**src/rtl/mips_hazard_unit.sv**
```systemverilog
`default_nettype none
// ============================================================================
// Module   : mips_hazard_unit
// Purpose  : Load-use stall, EX forwarding select, branch flush and halt drain
//            control for the pipelined MIPS datapath.
// Revision : 1.0
// ============================================================================
module mips_hazard_unit #(
  parameter int REG_ADDR_W = 5,
  parameter int PIPE_DEPTH = 3,
  parameter int LOAD_AVAIL = 3,
  parameter int CNT_W      = 16,
  localparam int SEL_W     = $clog2(PIPE_DEPTH + 1)
) (
  input  logic                  clock,
  input  logic                  reset_n,
  input  logic                  id_valid,
  input  logic                  id_halt,
  input  logic [REG_ADDR_W-1:0] id_rs,
  input  logic [REG_ADDR_W-1:0] id_rt,
  input  logic                  id_uses_rt,
  input  logic [REG_ADDR_W-1:0] id_dest,
  input  logic                  id_reg_write,
  input  logic                  id_mem_read,
  input  logic                  flush,
  output logic                  stall,
  output logic                  issue,
  output logic [SEL_W-1:0]      ex_fwd_rs_sel,
  output logic [SEL_W-1:0]      ex_fwd_rt_sel,
  output logic [PIPE_DEPTH-1:0] slot_valid,
  output logic                  halted,
  output logic [CNT_W-1:0]      stall_count,
  output logic [CNT_W-1:0]      issue_count
);

  localparam logic [1:0] ST_RUN    = 2'd0;
  localparam logic [1:0] ST_DRAIN  = 2'd1;
  localparam logic [1:0] ST_HALTED = 2'd2;

  logic [1:0]            state;
  logic [1:0]            next_state;
  logic [SEL_W-1:0]      drain_cnt;
  logic                  running;

  logic [PIPE_DEPTH:1]   slot_v;
  logic [PIPE_DEPTH:1]   slot_rw;
  logic [PIPE_DEPTH:1]   slot_mr;
  logic [REG_ADDR_W-1:0] slot_dest [1:PIPE_DEPTH];

  logic [SEL_W-1:0]      rs_sel;
  logic [SEL_W-1:0]      rt_sel;
  logic                  rs_load_use;
  logic                  rt_load_use;

  // Scan oldest to youngest so the youngest matching slot is the one kept.
  always_comb begin
    rs_sel      = '0;
    rt_sel      = '0;
    rs_load_use = 1'b0;
    rt_load_use = 1'b0;
    for (int k = PIPE_DEPTH - 1; k >= 1; k--) begin
      if (slot_v[k] && slot_rw[k] && (slot_dest[k] == id_rs) && (id_rs != '0)) begin
        rs_sel      = SEL_W'(k + 1);
        rs_load_use = slot_mr[k] && ((k + 1) < LOAD_AVAIL);
      end
      if (slot_v[k] && slot_rw[k] && (slot_dest[k] == id_rt) && (id_rt != '0)) begin
        rt_sel      = SEL_W'(k + 1);
        rt_load_use = slot_mr[k] && ((k + 1) < LOAD_AVAIL);
      end
    end
  end

  assign stall = id_valid && running && !flush && (rs_load_use || (rt_load_use && id_uses_rt));
  assign issue = id_valid && running && !flush && !stall && !id_halt;
  assign slot_valid = slot_v;

  always_ff @(posedge clock or negedge reset_n) begin
    if (!reset_n) begin
      slot_v  <= '0;
      slot_rw <= '0;
      slot_mr <= '0;
      for (int k = 1; k <= PIPE_DEPTH; k++) slot_dest[k] <= '0;
    end else begin
      slot_v[1]    <= issue;
      slot_rw[1]   <= issue && id_reg_write;
      slot_mr[1]   <= issue && id_mem_read;
      slot_dest[1] <= id_dest;
      for (int k = 2; k <= PIPE_DEPTH; k++) begin
        slot_v[k]    <= slot_v[k-1];
        slot_rw[k]   <= slot_rw[k-1];
        slot_mr[k]   <= slot_mr[k-1];
        slot_dest[k] <= slot_dest[k-1];
      end
      // The record leaving slot 1 is the branch's wrong-path instruction.
      if (flush) slot_v[2] <= 1'b0;
    end
  end

  always_ff @(posedge clock or negedge reset_n) begin
    if (!reset_n) begin
      ex_fwd_rs_sel <= '0;
      ex_fwd_rt_sel <= '0;
      stall_count   <= '0;
      issue_count   <= '0;
    end else begin
      ex_fwd_rs_sel <= issue ? rs_sel : '0;
      ex_fwd_rt_sel <= issue ? rt_sel : '0;
      if (stall && (stall_count != '1)) stall_count <= stall_count + 1'b1;
      if (issue && (issue_count != '1)) issue_count <= issue_count + 1'b1;
    end
  end

  always_ff @(posedge clock or negedge reset_n) begin
    if (!reset_n) begin
      state     <= ST_RUN;
      drain_cnt <= '0;
    end else begin
      state <= next_state;
      if (state == ST_RUN) drain_cnt <= SEL_W'(PIPE_DEPTH);
      else if (state == ST_DRAIN) drain_cnt <= drain_cnt - 1'b1;
    end
  end

  // Leaving DRAIN as the counter reaches zero gives halted PIPE_DEPTH+1 edges after halt.
  always_comb begin
    next_state = state;
    case (state)
      ST_RUN:    if (id_valid && id_halt && !stall && !flush) next_state = ST_DRAIN;
      ST_DRAIN:  if (drain_cnt == SEL_W'(1)) next_state = ST_HALTED;
      ST_HALTED: next_state = ST_HALTED;
      default:   next_state = ST_RUN;
    endcase
  end

  always_comb begin
    running = (state == ST_RUN);
    halted  = (state == ST_HALTED);
  end

endmodule
`default_nettype wire

```
**config.mk**
```make
export PLATFORM = sky130hd
export DESIGN_NAME = mips_hazard_unit
export DESIGN_NICKNAME = d
export VERILOG_FILES = /design/src/rtl/mips_hazard_unit.sv
export SDC_FILE = /design/constraint.sdc
export NUM_CORES = 1
export LEC_CHECK = 0
export BUFFER_PORTS_ARGS = -buffer_cell sky130_fd_sc_hd__buf_4
export CAP_MARGIN = 10
export CORE_MARGIN = 5
export CORE_UTILIZATION = 35
export DETAILED_ROUTE_END_ITERATION = 6
export GPL_ROUTABILITY_DRIVEN = 0
export GPL_TIMING_DRIVEN = 0
export PLACE_DENSITY_LB_ADDON = 0.05
export SLEW_MARGIN = 20
export SYNTH_ARGS = -nofsm -noshare
export SYNTH_HDL_FRONTEND = slang
export SYNTH_SLANG_ARGS = --single-unit
```
**constraint.sdc**
```tcl
create_clock -name clock -period 5 [get_ports clock]
set_input_delay 0.75 -clock clock [delete_from_list [all_inputs] [get_ports clock]]
set_output_delay 0.75 -clock clock [all_outputs]
set_load 0.005 [all_outputs]
```
==> reports/summary.txt <==
==========================================================================================
Yosys warning count                                                                      0
Crit start category                                                           primary input
Post-Route WL                                                                      6050 um
Share of post-route cells with drive strength above 1                                25.0%
Largest net degree at the start of global routing                                       57
Input/output buffers                                                                    64
Instance count of the mapped netlist                                                   245
Number of clock buffers inserted by TritonCTS                                            5
Leakage power summed over all cells                                                1.65 nW
RSZ-0062 raised after global routing                                                    no
Critical setup path kind                                                         in -> out
Commonest cells after routing, fill and taps aside                            sky130_fd_sc_hd__buf_4 (64), sky130_fd_sc_hd__dfrtp_1 (56), sky130_fd_sc_hd__xor2_1 (39)
Pint                                                                                683 uW
Slack of the worst reg-to-reg path                                                 2.47 ns
Core footprint                                                                  7290 sq um
Post-layout total power                                                             954 uW
Count of buffering cells on the critical path with inverters included                    3
Number of antenna violations at the first check in global routing                        0
Average wire per cell in the routed design                                         14.6 um
Part of the total power dissipated in combinational logic                            20.4%
Layout Skew                                                                     0.00368 ns
Number of fill cells                                                                   738
Overflow after GRT                                                                       0
Slowest Stage Delay on Critical Path                                               0.40 ns
Insertion delay to the later sink of the worst-skew pair                           0.30 ns
Max-slew headroom                                                                    51.7%
Total standard cell area after synthesis                                        2640 sq um
Area overhead of the layout relative to synthesis                                    25.8%
ANT cells                                                                                0
CTS hold repair buffers                                                                  0
Cells after DPL                                                                        408
Sink count of the clock tree                                                            56
FF-to-FF End                                                                  stall_count[1]$_DFFE_PN0P_
Crit-path most repeated cell                                                  sky130_fd_sc_hd__buf_4
Clock Path Buffers                                                                       2
Pre-CTS setup slack                                                                1.60 ns
Worst-case reg-to-reg path depth                                                         7
Initial standard-cell utilization of the core                                        36.2%
Most common library cell in the layout ignoring fill and taps                 sky130_fd_sc_hd__buf_4
Clock tree from TritonCTS                                                             done
Number of distinct library cells after synthesis                                        33
Total non-filler cell area in the finished layout                               3320 sq um
Total global-route track usage                                                       13.4%
Measured slew at the worst slew-check pin                                         0.725 ns
Cell breakdown of the critical path                                           buf_4 > xor2_1 > nor4_4 > nand4_1 > a21oi_1 > clkbuf_1 > and3_1 > buf_4
Number of enable flip-flop cells after synthesis                                         0
Slowest-stage cell, CP                                                        sky130_fd_sc_hd__clkbuf_1
Cell area after placement                                                       3250 sq um
HPWL after DPL                                                                     4470 um
Async set or reset register ratio after synthesis                                     100%
Number of search-and-repair iterations in the first detailed-routing pass                4
Number of cells in the finished layout apart from fillers                              415
Vias in the first global route                                                        2086
Root Buffer                                                                   sky130_fd_sc_hd__clkbuf_8
WP data required                                                                   4.25 ns
Net count after synthesis                                                              274
Die area                                                                        9380 sq um
Worst setup EP type                                                           primary output
Avg Cell Area, Syn                                                              10.8 sq um
Die outline width                                                                  96.9 um
Setup fix buffers added after clock tree synthesis                                       0
Number of max-slew violations in the final report                                        0
Hold Path Stages                                                                         0
R2R Path Start                                                                stall_count[0]$_DFFE_PN0P_
Total via count in the routed design                                                  1986
Switching portion of total power                                                     28.4%
Portion of the post-synthesis area used by sequential elements                       53.1%
Combined flip-flop and latch cell area                                          1400 sq um
Beginning of the worst hold path                                              slot_rw[1]$_DFF_PN0_
Final number of setup-violating endpoints                                                0
Max-cap violations                                                                       0
Aggregate negative setup slack                                                        0 ns
Maximum clock rate                                                                 296 MHz
Hold worst-path end                                                           slot_rw[2]$_DFF_PN0_
First-pass GRT wire length                                                        10500 um
DRC violations left                                                                      0
Post-synth top flop                                                           sky130_fd_sc_hd__dfrtp_1
I/O pin cnt                                                                             65
Area of the multi-input gates                                                   1180 sq um
Die span in y                                                                      96.9 um
Number of DRC violations after detailed-routing iteration 0                             70
Portion of total power attributed to sequential cells                                54.7%
Period minus WS final                                                              3.38 ns
Power density of the placed cells                                              287 nW/um^2
CTS H-tree depth                                                                         2
Result of the run                                                                completed
Number of hold violations in the final report                                            0
Worst EP arrival                                                                   2.63 ns
Final critical-path share of the clock period                                        67.7%
Final critical-path setup slack                                                    1.62 ns
Number of gates resized after CTS                                                        0
Min-delay worst type                                                            reg -> reg
Final #Nets                                                                            345
Worst VDD drop                                                                    0.127 mV
Peak fanout along the critical path                                                     10
Mean number of vias per cell                                                          4.79
Flip-flop and latch count after synthesis                                               56
Std cell rows                                                                           31
Family of cells with the greatest summed delay on the critical path           simple AND/OR/NAND/NOR gates
Clock edge transition at the registers on the reported setup and hold paths        0.09 ns
Part of the power in the clock network                                               24.9%
ANT nets after route                                                                     0
Sw power                                                                            271 uW
==========================================================================================
state kept, by name, summed over array words and instances, names as in the netlist:
signal / count
slot_valid: 3
slot_dest: 10
slot_rw: 2
drain_cnt: 2
stall_count: 16
ex_fwd_rt_sel: 2
slot_mr: 1
ex_fwd_rs_sel: 2
issue_count: 16
state: 2
metrics by stage:
step / util (%) / hold WS, ns
2_1_floorplan: - / 0.354
3_3_place_gp: 44.5 / 0.367
3_5_place_dp: 44.5 / 0.363
4_1_cts: 45.6 / 0.379
5_1_grt: 45.6 / 0.392
6_report: 45.6 / 0.383
cell families (layout without fill, tap and decap cells):
kind of cell,count (synthesis),in the layout,share of synthesized area [%]
DFF,56,56,53.1
AOI/OAI and AO/OA,12,12,3.41
xor gates and xnor gates,48,48,15.9
buffers and inverters,14,85,2.32
and+or+nand+nor,106,106,21.2
muxes,3,3,1.28
adders and majority gates,6,6,2.84
cells in the mapped netlist (2+ instances only):
library cell | instances | area, sq um
sky130_fd_sc_hd__ha_1 | 6 | 75.1
sky130_fd_sc_hd__a2bb2oi_1 | 2 | 17.5
sky130_fd_sc_hd__and3_1 | 2 | 12.5
sky130_fd_sc_hd__nor3b_1 | 2 | 15.0
sky130_fd_sc_hd__xor2_1 | 39 | 342
sky130_fd_sc_hd__dfrtp_1 | 56 | 1400
sky130_fd_sc_hd__nand2_1 | 23 | 86.3
sky130_fd_sc_hd__nor2b_1 | 2 | 12.5
sky130_fd_sc_hd__nor3_1 | 14 | 70.1
sky130_fd_sc_hd__and2_1 | 4 | 25.0
sky130_fd_sc_hd__inv_1 | 10 | 37.5
sky130_fd_sc_hd__mux2_2 | 2 | 22.5
sky130_fd_sc_hd__nor4_1 | 14 | 87.6
sky130_fd_sc_hd__nand2b_1 | 2 | 12.5
sky130_fd_sc_hd__a21oi_1 | 4 | 20.0
sky130_fd_sc_hd__xnor2_1 | 9 | 78.8
sky130_fd_sc_hd__nor2_1 | 14 | 52.6
sky130_fd_sc_hd__nand3_1 | 13 | 65.1
sky130_fd_sc_hd__nand4_1 | 13 | 81.3
how the worst max path moves through the flow:
stage / endpoint / from / slack (ns) / depth (start not counted)
detailed placement: stall / id_rs[2] / 1.60 / 8
CTS: stall / id_rs[2] / 1.60 / 8
global placement: stall / id_rs[2] / 1.58 / 8
global route: stall / id_rs[2] / 1.38 / 8
finish: stall / id_rt[3] / 1.62 / 8
floorplan: stall / id_rt[3] / 2.22 / 6
power groups by stage:
stage	registers, mW	logic (mW)	clock network [mW]
2_1_floorplan	0.527	0.108	0
3_3_place_gp	0.531	0.197	0
3_5_place_dp	0.532	0.197	0
4_1_cts	0.523	0.200	0.251
5_1_grt	0.529	0.225	0.268
6_report	0.522	0.194	0.238
worst register-to-register path, stage by stage, from the launching register on:
cell and delay, ns:
sky130_fd_sc_hd__dfrtp_1 0.53, sky130_fd_sc_hd__ha_1 0.26, sky130_fd_sc_hd__inv_1 0.08, sky130_fd_sc_hd__or4_4 0.57
sky130_fd_sc_hd__o311ai_2 0.27, sky130_fd_sc_hd__a211o_2 0.22, sky130_fd_sc_hd__buf_6 0.16, sky130_fd_sc_hd__mux2_1 0.32
final cells by class:
cell class	count	area share, %
Sequential cell	56	42.2
Buffer	4	0.715
Tap cell	99	3.73
Clock buffer	6	2.18
Clock inverter	1	0.151
Multi-Input combinational cell	175	35.5
Inverter	10	1.13
Timing Repair Buffer	64	14.5
metal layers:
| layer | vias to the layer above | track usage, % | wire [um] |
|---|---|---|---|
| met5 | - | 0 | 0 |
| met4 | 0 | 3.46 | 57 |
| met3 | 7 | 3.17 | 258 |
| met2 | 43 | 20.2 | 2690 |
| met1 | 946 | 19.2 | 3050 |
| li1 | 990 | - | - |
Power figures use the tool's default switching activity.
